<file path="src/rtl/msk_cols_bundle_serdes_if.sv">
// msk_cols_bundle_serdes_if
//   Handshake bundle for the column/bundle serial converter.
//   Input side : in_valid, in_ready, in_mode, in_data (WC sharings of D shares)
//   Output side: out_valid, out_ready, out_data (same packing as in_data)
//   master : producer of input beats and consumer of output beats
//   slave  : the converter itself
interface msk_cols_bundle_serdes_if #(
  parameter int D  = 2,
  parameter int WC = 32
);
  logic            in_valid;
  logic            in_ready;
  logic            in_mode;
  logic [WC*D-1:0] in_data;
  logic            out_valid;
  logic            out_ready;
  logic [WC*D-1:0] out_data;

  modport master (
    output in_valid, in_mode, in_data, out_ready,
    input  in_ready, out_valid, out_data
  );

  modport slave (
    input  in_valid, in_mode, in_data, out_ready,
    output in_ready, out_valid, out_data
  );
endinterface

</file>
<file path="src/rtl/msk_cols_bundle_serdes.sv">
// msk_cols_bundle_serdes
//   Serial converter between the column and bundle layouts of a masked
//   Clyde state. NBITS/WC input beats fill a single buffer, then the
//   permuted state is streamed out over the same number of beats.
//   Whole sharings are relocated; shares are never combined.
// Ports:
//   clk   - rising-edge clock
//   nrst  - asynchronous active-low reset
//   clear - synchronous abort, wipes buffer/mode/counter
//   busy  - high unless idle in LOAD with counter at 0
//   bus   - slave side of the in/out handshake interface
//           (in_mode: 0 = cols->bundle, 1 = bundle->cols, taken on beat 0)
module msk_cols_bundle_serdes #(
  parameter int D     = 2,
  parameter int NBITS = 128,
  parameter int WC    = 32
) (
  input  logic clk,
  input  logic nrst,
  input  logic clear,
  output logic busy,
  msk_cols_bundle_serdes_if.slave bus
);
  localparam int BEATS = NBITS / WC;
  localparam int Q     = NBITS / 4;
  localparam int BW    = WC * D;
  localparam int CW    = (BEATS > 1) ? $clog2(BEATS) : 1;

  typedef enum logic {LOAD, DRAIN} state_t;

  state_t            state_reg, state_next;
  logic [CW-1:0]     cnt_reg, cnt_next;
  logic              mode_reg, mode_next;
  logic [NBITS*D-1:0] buf_reg;
  logic [NBITS*D-1:0] perm_c2b, perm_b2c, perm_sel;
  logic [BW-1:0]     out_beat;
  logic              in_fire, wipe, last_beat;

  assign last_beat = (cnt_reg == CW'(BEATS - 1));

  // Fixed wiring permutations: each D-bit sharing moves as a unit, so
  // share s always lands in share s of its destination.
  // cols index 4*i+r  <->  bundle index r*Q+i
  generate
    for (genvar gi = 0; gi < Q; gi++) begin : g_col
      for (genvar gr = 0; gr < 4; gr++) begin : g_row
        assign perm_c2b[(gr*Q+gi)*D +: D] = buf_reg[(4*gi+gr)*D +: D];
        assign perm_b2c[(4*gi+gr)*D +: D] = buf_reg[(gr*Q+gi)*D +: D];
      end
    end
  endgenerate

  assign perm_sel = mode_reg ? perm_b2c : perm_c2b;

  always_comb begin
    out_beat = '0;
    for (int b = 0; b < BEATS; b++) begin
      if (cnt_reg == CW'(b)) out_beat = perm_sel[b*BW +: BW];
    end
  end

  // Output data is forced to zero outside DRAIN so a partially loaded
  // buffer is never exposed and reset drives out_data low immediately.
  assign bus.out_data = (state_reg == DRAIN) ? out_beat : '0;
  assign busy         = !((state_reg == LOAD) && (cnt_reg == '0));

  always_comb begin
    state_next    = state_reg;
    cnt_next      = cnt_reg;
    mode_next     = mode_reg;
    in_fire       = 1'b0;
    wipe          = 1'b0;
    bus.in_ready  = (state_reg == LOAD);
    bus.out_valid = (state_reg == DRAIN);
    if (clear) begin
      // Abort: any concurrent handshake is discarded.
      state_next = LOAD;
      cnt_next   = '0;
      mode_next  = 1'b0;
      wipe       = 1'b1;
    end else begin
      case (state_reg)
        LOAD: begin
          if (bus.in_valid) begin
            in_fire = 1'b1;
            if (cnt_reg == '0) mode_next = bus.in_mode;
            if (last_beat) begin
              cnt_next   = '0;
              state_next = DRAIN;
            end else begin
              cnt_next = cnt_reg + CW'(1);
            end
          end
        end
        DRAIN: begin
          if (bus.out_ready) begin
            if (last_beat) begin
              cnt_next   = '0;
              state_next = LOAD;
              wipe       = 1'b1;
            end else begin
              cnt_next = cnt_reg + CW'(1);
            end
          end
        end
        default: state_next = LOAD;
      endcase
    end
  end

  always_ff @(posedge clk or negedge nrst) begin
    if (!nrst) begin
      state_reg <= LOAD;
      cnt_reg   <= '0;
      mode_reg  <= 1'b0;
      buf_reg   <= '0;
    end else begin
      state_reg <= state_next;
      cnt_reg   <= cnt_next;
      mode_reg  <= mode_next;
      if (wipe) begin
        buf_reg <= '0;
      end else begin
        for (int b = 0; b < BEATS; b++) begin
          if (in_fire && (cnt_reg == CW'(b))) buf_reg[b*BW +: BW] <= bus.in_data;
        end
      end
    end
  end
endmodule

</file>
<file path="src/flat_wrapper.sv">
// flat-port wrapper written by rule: the top's interface ports become plain ports
module msk_cols_bundle_serdes_flat 
#(
  parameter int D     = 2,
  parameter int NBITS = 128,
  parameter int WC    = 32
)
  (clk, nrst, clear, busy, bus_in_valid, bus_in_mode, bus_in_data, bus_out_ready, bus_in_ready, bus_out_valid, bus_out_data);
  msk_cols_bundle_serdes_if #(.D(D), .WC(WC)) bus_i ();
  input  logic clk;
  input  logic nrst;
  input  logic clear;
  output logic busy;
  input wire logic [$bits(bus_i.in_valid)-1:0] bus_in_valid;
  input wire logic [$bits(bus_i.in_mode)-1:0] bus_in_mode;
  input wire logic [$bits(bus_i.in_data)-1:0] bus_in_data;
  input wire logic [$bits(bus_i.out_ready)-1:0] bus_out_ready;
  output wire logic [$bits(bus_i.in_ready)-1:0] bus_in_ready;
  output wire logic [$bits(bus_i.out_valid)-1:0] bus_out_valid;
  output wire logic [$bits(bus_i.out_data)-1:0] bus_out_data;
  assign bus_i.in_valid = bus_in_valid;
  assign bus_i.in_mode = bus_in_mode;
  assign bus_i.in_data = bus_in_data;
  assign bus_i.out_ready = bus_out_ready;
  assign bus_in_ready = bus_i.in_ready;
  assign bus_out_valid = bus_i.out_valid;
  assign bus_out_data = bus_i.out_data;
  msk_cols_bundle_serdes #(.D(D), .NBITS(NBITS), .WC(WC)) u_core (.clk(clk), .nrst(nrst), .clear(clear), .busy(busy), .bus(bus_i));
endmodule
</file>
<file path="config.mk">
export PLATFORM = sky130hd
export DESIGN_NAME = msk_cols_bundle_serdes_flat
export DESIGN_NICKNAME = d
export VERILOG_FILES = /design/src/rtl/msk_cols_bundle_serdes_if.sv /design/src/rtl/msk_cols_bundle_serdes.sv /design/src/flat_wrapper.sv
export SDC_FILE = /design/constraint.sdc
export NUM_CORES = 1
export LEC_CHECK = 0
export ABC_CLOCK_PERIOD_IN_PS = 1820
export CAP_MARGIN = 25
export CORE_MARGIN = 2
export CORE_UTILIZATION = 25
export DETAILED_ROUTE_END_ITERATION = 16
export SLEW_MARGIN = 40
export SYNTH_ARGS = -nofsm -noshare
export SYNTH_HDL_FRONTEND = slang
export SYNTH_SLANG_ARGS = --single-unit
export TNS_END_PERCENT = 10
</file>
<file path="constraint.sdc">
create_clock -name clk -period 1.82 [get_ports clk]
set_input_delay 0.364 -clock clk [delete_from_list [all_inputs] [get_ports clk]]
set_output_delay 0.364 -clock clk [all_outputs]
set_load 0.01 [all_outputs]
</file>
==> impl_metrics.py <==
metrics = {
    "run_status": {
        "status": "finished, violations left",
        "violations": "setup timing",
    },
    "yosys": {
        "syn_area_sq_um": 14800,
        "synth_edf_count": 0,
        "syn_area_per_cell_sq_um": 9.71,
        "ys_top_cells_by_area": "dfrtp_1 44%, nand2_1 9.8%, mux2i_1 8.7%, mux2_2 6.8%, a21oi_1 6.6%",
        "async_flop_share_pct": 100,
        "synth.most_common_cell": "nand2_1",
        "yosysWarnings": 0,
        "synth_ff_type": "dfrtp_1",
        "synth_nets": 1603,
        "yosys.area.top_type_share_pct": 43.8,
        "synth_seq_area_share_pct": 43.8,
        "ys_types": 36,
        "synth-seq-cells": 260,
        "synthCells": 1529,
        "synth_top_area_cell": "dfrtp_1",
        "netlist_top_cells_count": "386 x nand2_1, 260 x dfrtp_1, 196 x a21oi_1, 129 x mux2i_1, 90 x mux2_2",
    },
    "clock_tree": {
        "clock_latency_ns": 0.58,
        "cts-root-buf": "clkbuf_16",
        "numCtsBuffers": 29,
        "path_clk_slew_ns": 0.07,
        "cts_tree": "built",
        "htree_levels": 1,
        "clk_path_buf_depth": 3,
        "numClockSinks": 260,
    },
    "pwr": {
        "vdd_ir_drop_max_uv": 640,
        "power_frac_clock_pct": 39.0,
        "p_sw_share_pct": 29.8,
        "p_switching_uw": 4800,
        "p_int_uw": 11300,
        "p_per_area_nw_per_um2": 696,
        "p_comb_share_pct": 22.9,
        "p_leak_uw": 0.00931,
        "power_frac_seq_pct": 38.1,
    },
    "flow_run": {
        "maxCapViolCount": 0,
    },
    "place": {
        "hpwl_mm": 53.0,
        "gp_congestion": 0.959,
        "portBuffers": 136,
        "place_ws_ns": -0.858,
    },
    "timing": {
        "fin_skew_ns": 0.0145,
        "setup_tns_ns": -90.08,
        "maxClockFrequency_ghz": 0.347,
        "maxSlewHeadroom_pct": 55.9,
        "grt_setup_unrepaired": "true",
        "drv_slew": 0,
        "hold_viol_final": 0,
        "period_share_pct": 158,
        "worst_slack_ns": -1.06,
        "worstMarginPinSlew_ns": 0.660,
        "setup_viol": 249,
        "finalCriticalPeriod_ns": 2.88,
    },
    "worst_setup_path": {
        "cpMostUsedCell": "buf_4",
        "critPathKind": "reg2out",
        "path_buf_inv": 4,
        "end_kind": "output pin",
        "cp_max_fo": 9,
        "worstPathArrival_ns": 2.51,
        "path_cells": "buf_4, buf_12, buf_4, mux2_2, a221oi_4, o22ai_2, buf_2",
        "worst-endpoint-required_ns": 1.46,
        "path_delay_family": "buffers and inverters",
        "slowest_stage": "dfrtp_4",
        "cp-start-kind": "register",
        "worst_path_largest_cell_delay_ns": 0.50,
    },
    "drt": {
        "first_pass_iters": 5,
        "routed_via_density": 5.58,
        "drt_iter0_markers": 1643,
        "routed_wirelength_mm": 75.4,
        "drcViolationCount": 0,
        "ant_nets": 0,
        "wl_per_cell_microns": 27.8,
        "vias": 15100,
    },
    "floorplan": {
        "rows": 89,
        "die_h_microns": 248,
        "die_x_microns": 248,
        "core_sq_um": 58900,
        "initial_core_util_pct": 25.2,
        "num_io_pins": 137,
        "dieArea_sq_um": 61300,
    },
    "cells_and_area": {
        "layout-drive-gt1-share_pct": 43.5,
        "syn2layout_area_growth_pct": 55.8,
        "largest_reg_flops": 256,
        "fill_cells": 5547,
        "layout.nets": 1990,
    },
    "global_route": {
        "antenna_found_initial": 4,
        "grt_max_degree": 59,
        "grt_pass1_wl_mm": 106,
        "grt_pass1_vias": 14700,
        "grt_overflow": 0,
        "track_usage_pct": 23.7,
    },
    "min_path": {
        "hold_path.class": "in2async",
    },
}
worst paths after layout:
path | end | startpoint | cells past startpoint | slack [ns]
max | bus_out_data[53] | u_core.mode_reg$_DFFE_PN0P_ | 7 | -1.06
max reg2reg | u_core.buf_reg[106]$_DFFE_PN0P_ | u_core.cnt_reg[1]$_DFFE_PN0P_ | 9 | -0.29
min in group clk | u_core.buf_reg[73]$_DFFE_PN0P_ | bus_in_data[9] | 3 | 0.50
min reg2reg | u_core.buf_reg[255]$_DFFE_PN0P_ | u_core.buf_reg[255]$_DFFE_PN0P_ | 2 | 0.54
min | u_core.buf_reg[5]$_DFFE_PN0P_ | nrst | 2 | 0.38
max in group asynchronous | u_core.buf_reg[118]$_DFFE_PN0P_ | nrst | 3 | 0.77
power by group through the flow:
stage          Combinational (uW)  Clock [uW]  Sequential, uW
6_report                     3680        6280            6140
5_1_grt                      3810        6500            6140
4_1_cts                      3370        6300            6120
3_5_place_dp                 2810           0            6220
3_3_place_gp                 2770           0            6220
2_1_floorplan                1360           0            6140
stage by stage:
stage	utilization, %	cells	instance area [sq um]	hold WS [ns]	power, uW
2_1_floorplan	-	1529	15500	0.0684	7500
3_3_place_gp	34.3	2594	20200	0.384	8990
3_5_place_dp	34.3	2594	20200	0.382	9030
4_1_cts	38.0	2680	22400	0.406	15800
5_1_grt	39.3	2707	23100	0.440	16500
6_report	39.3	2708	23100	0.380	16100
layer usage:
metal | routed length [microns] | global-route usage (%)
met5 | 22 | 0
met4 | 3430 | 9.23
met3 | 7300 | 4.43
met2 | 33500 | 36.7
met1 | 31200 | 32.8
what timing repair did:
action | in CTS | in global routing
cloned | 12 | 5
hold buffers | 1 | 0
resized for setup | 365 | 172
setup buffers | 27 | 27
endpoints found under the setup margin | 322 | 323
pin swaps | 75 | 66
endpoints found under the hold margin | 43 | 0
final cells by class:
cell class	count	area, sq um	share of cell area (%)
antenna	1	2.50	0.0108
clock buffer	37	796	3.44
clock inverter	12	175	0.757
inverter	4	17.5	0.0757
multi-input combinational	1116	9430	40.8
sequential	260	6510	28.2
tap	773	967	4.18
timing repair buffer	505	5230	22.6
cells by family after synthesis:
family | synth area share [%]
AND/OR/NAND/NOR | 11.3
adder cells (fa/ha/maj) | 0.337
AO/OA/AOI/OAI | 19.8
flip-flops | 43.8
multiplexers | 19.2
buffers and inverters | 5.52
placed cells by master (no fill, tap or decap), drive strengths merged, types with 2 or more instances in the layout:
master	count
nor3	18
a221o	2
o22ai	44
clkinv	4
a21o	44
a22o	81
bufinv	4
clkbuf	50
nor2b	2
nor4bb	3
nand4bb	3
inv	5
mux2	127
dfrtp	260
buf	421
clkdlybuf4s50	68
nor2	4
a21oi	196
clkinvlp	3
nand2	386
ha	4
nand2b	2
mux2i	129
a221oi	62
a32o	2
Note: power is estimated with default switching activity, not from simulation.
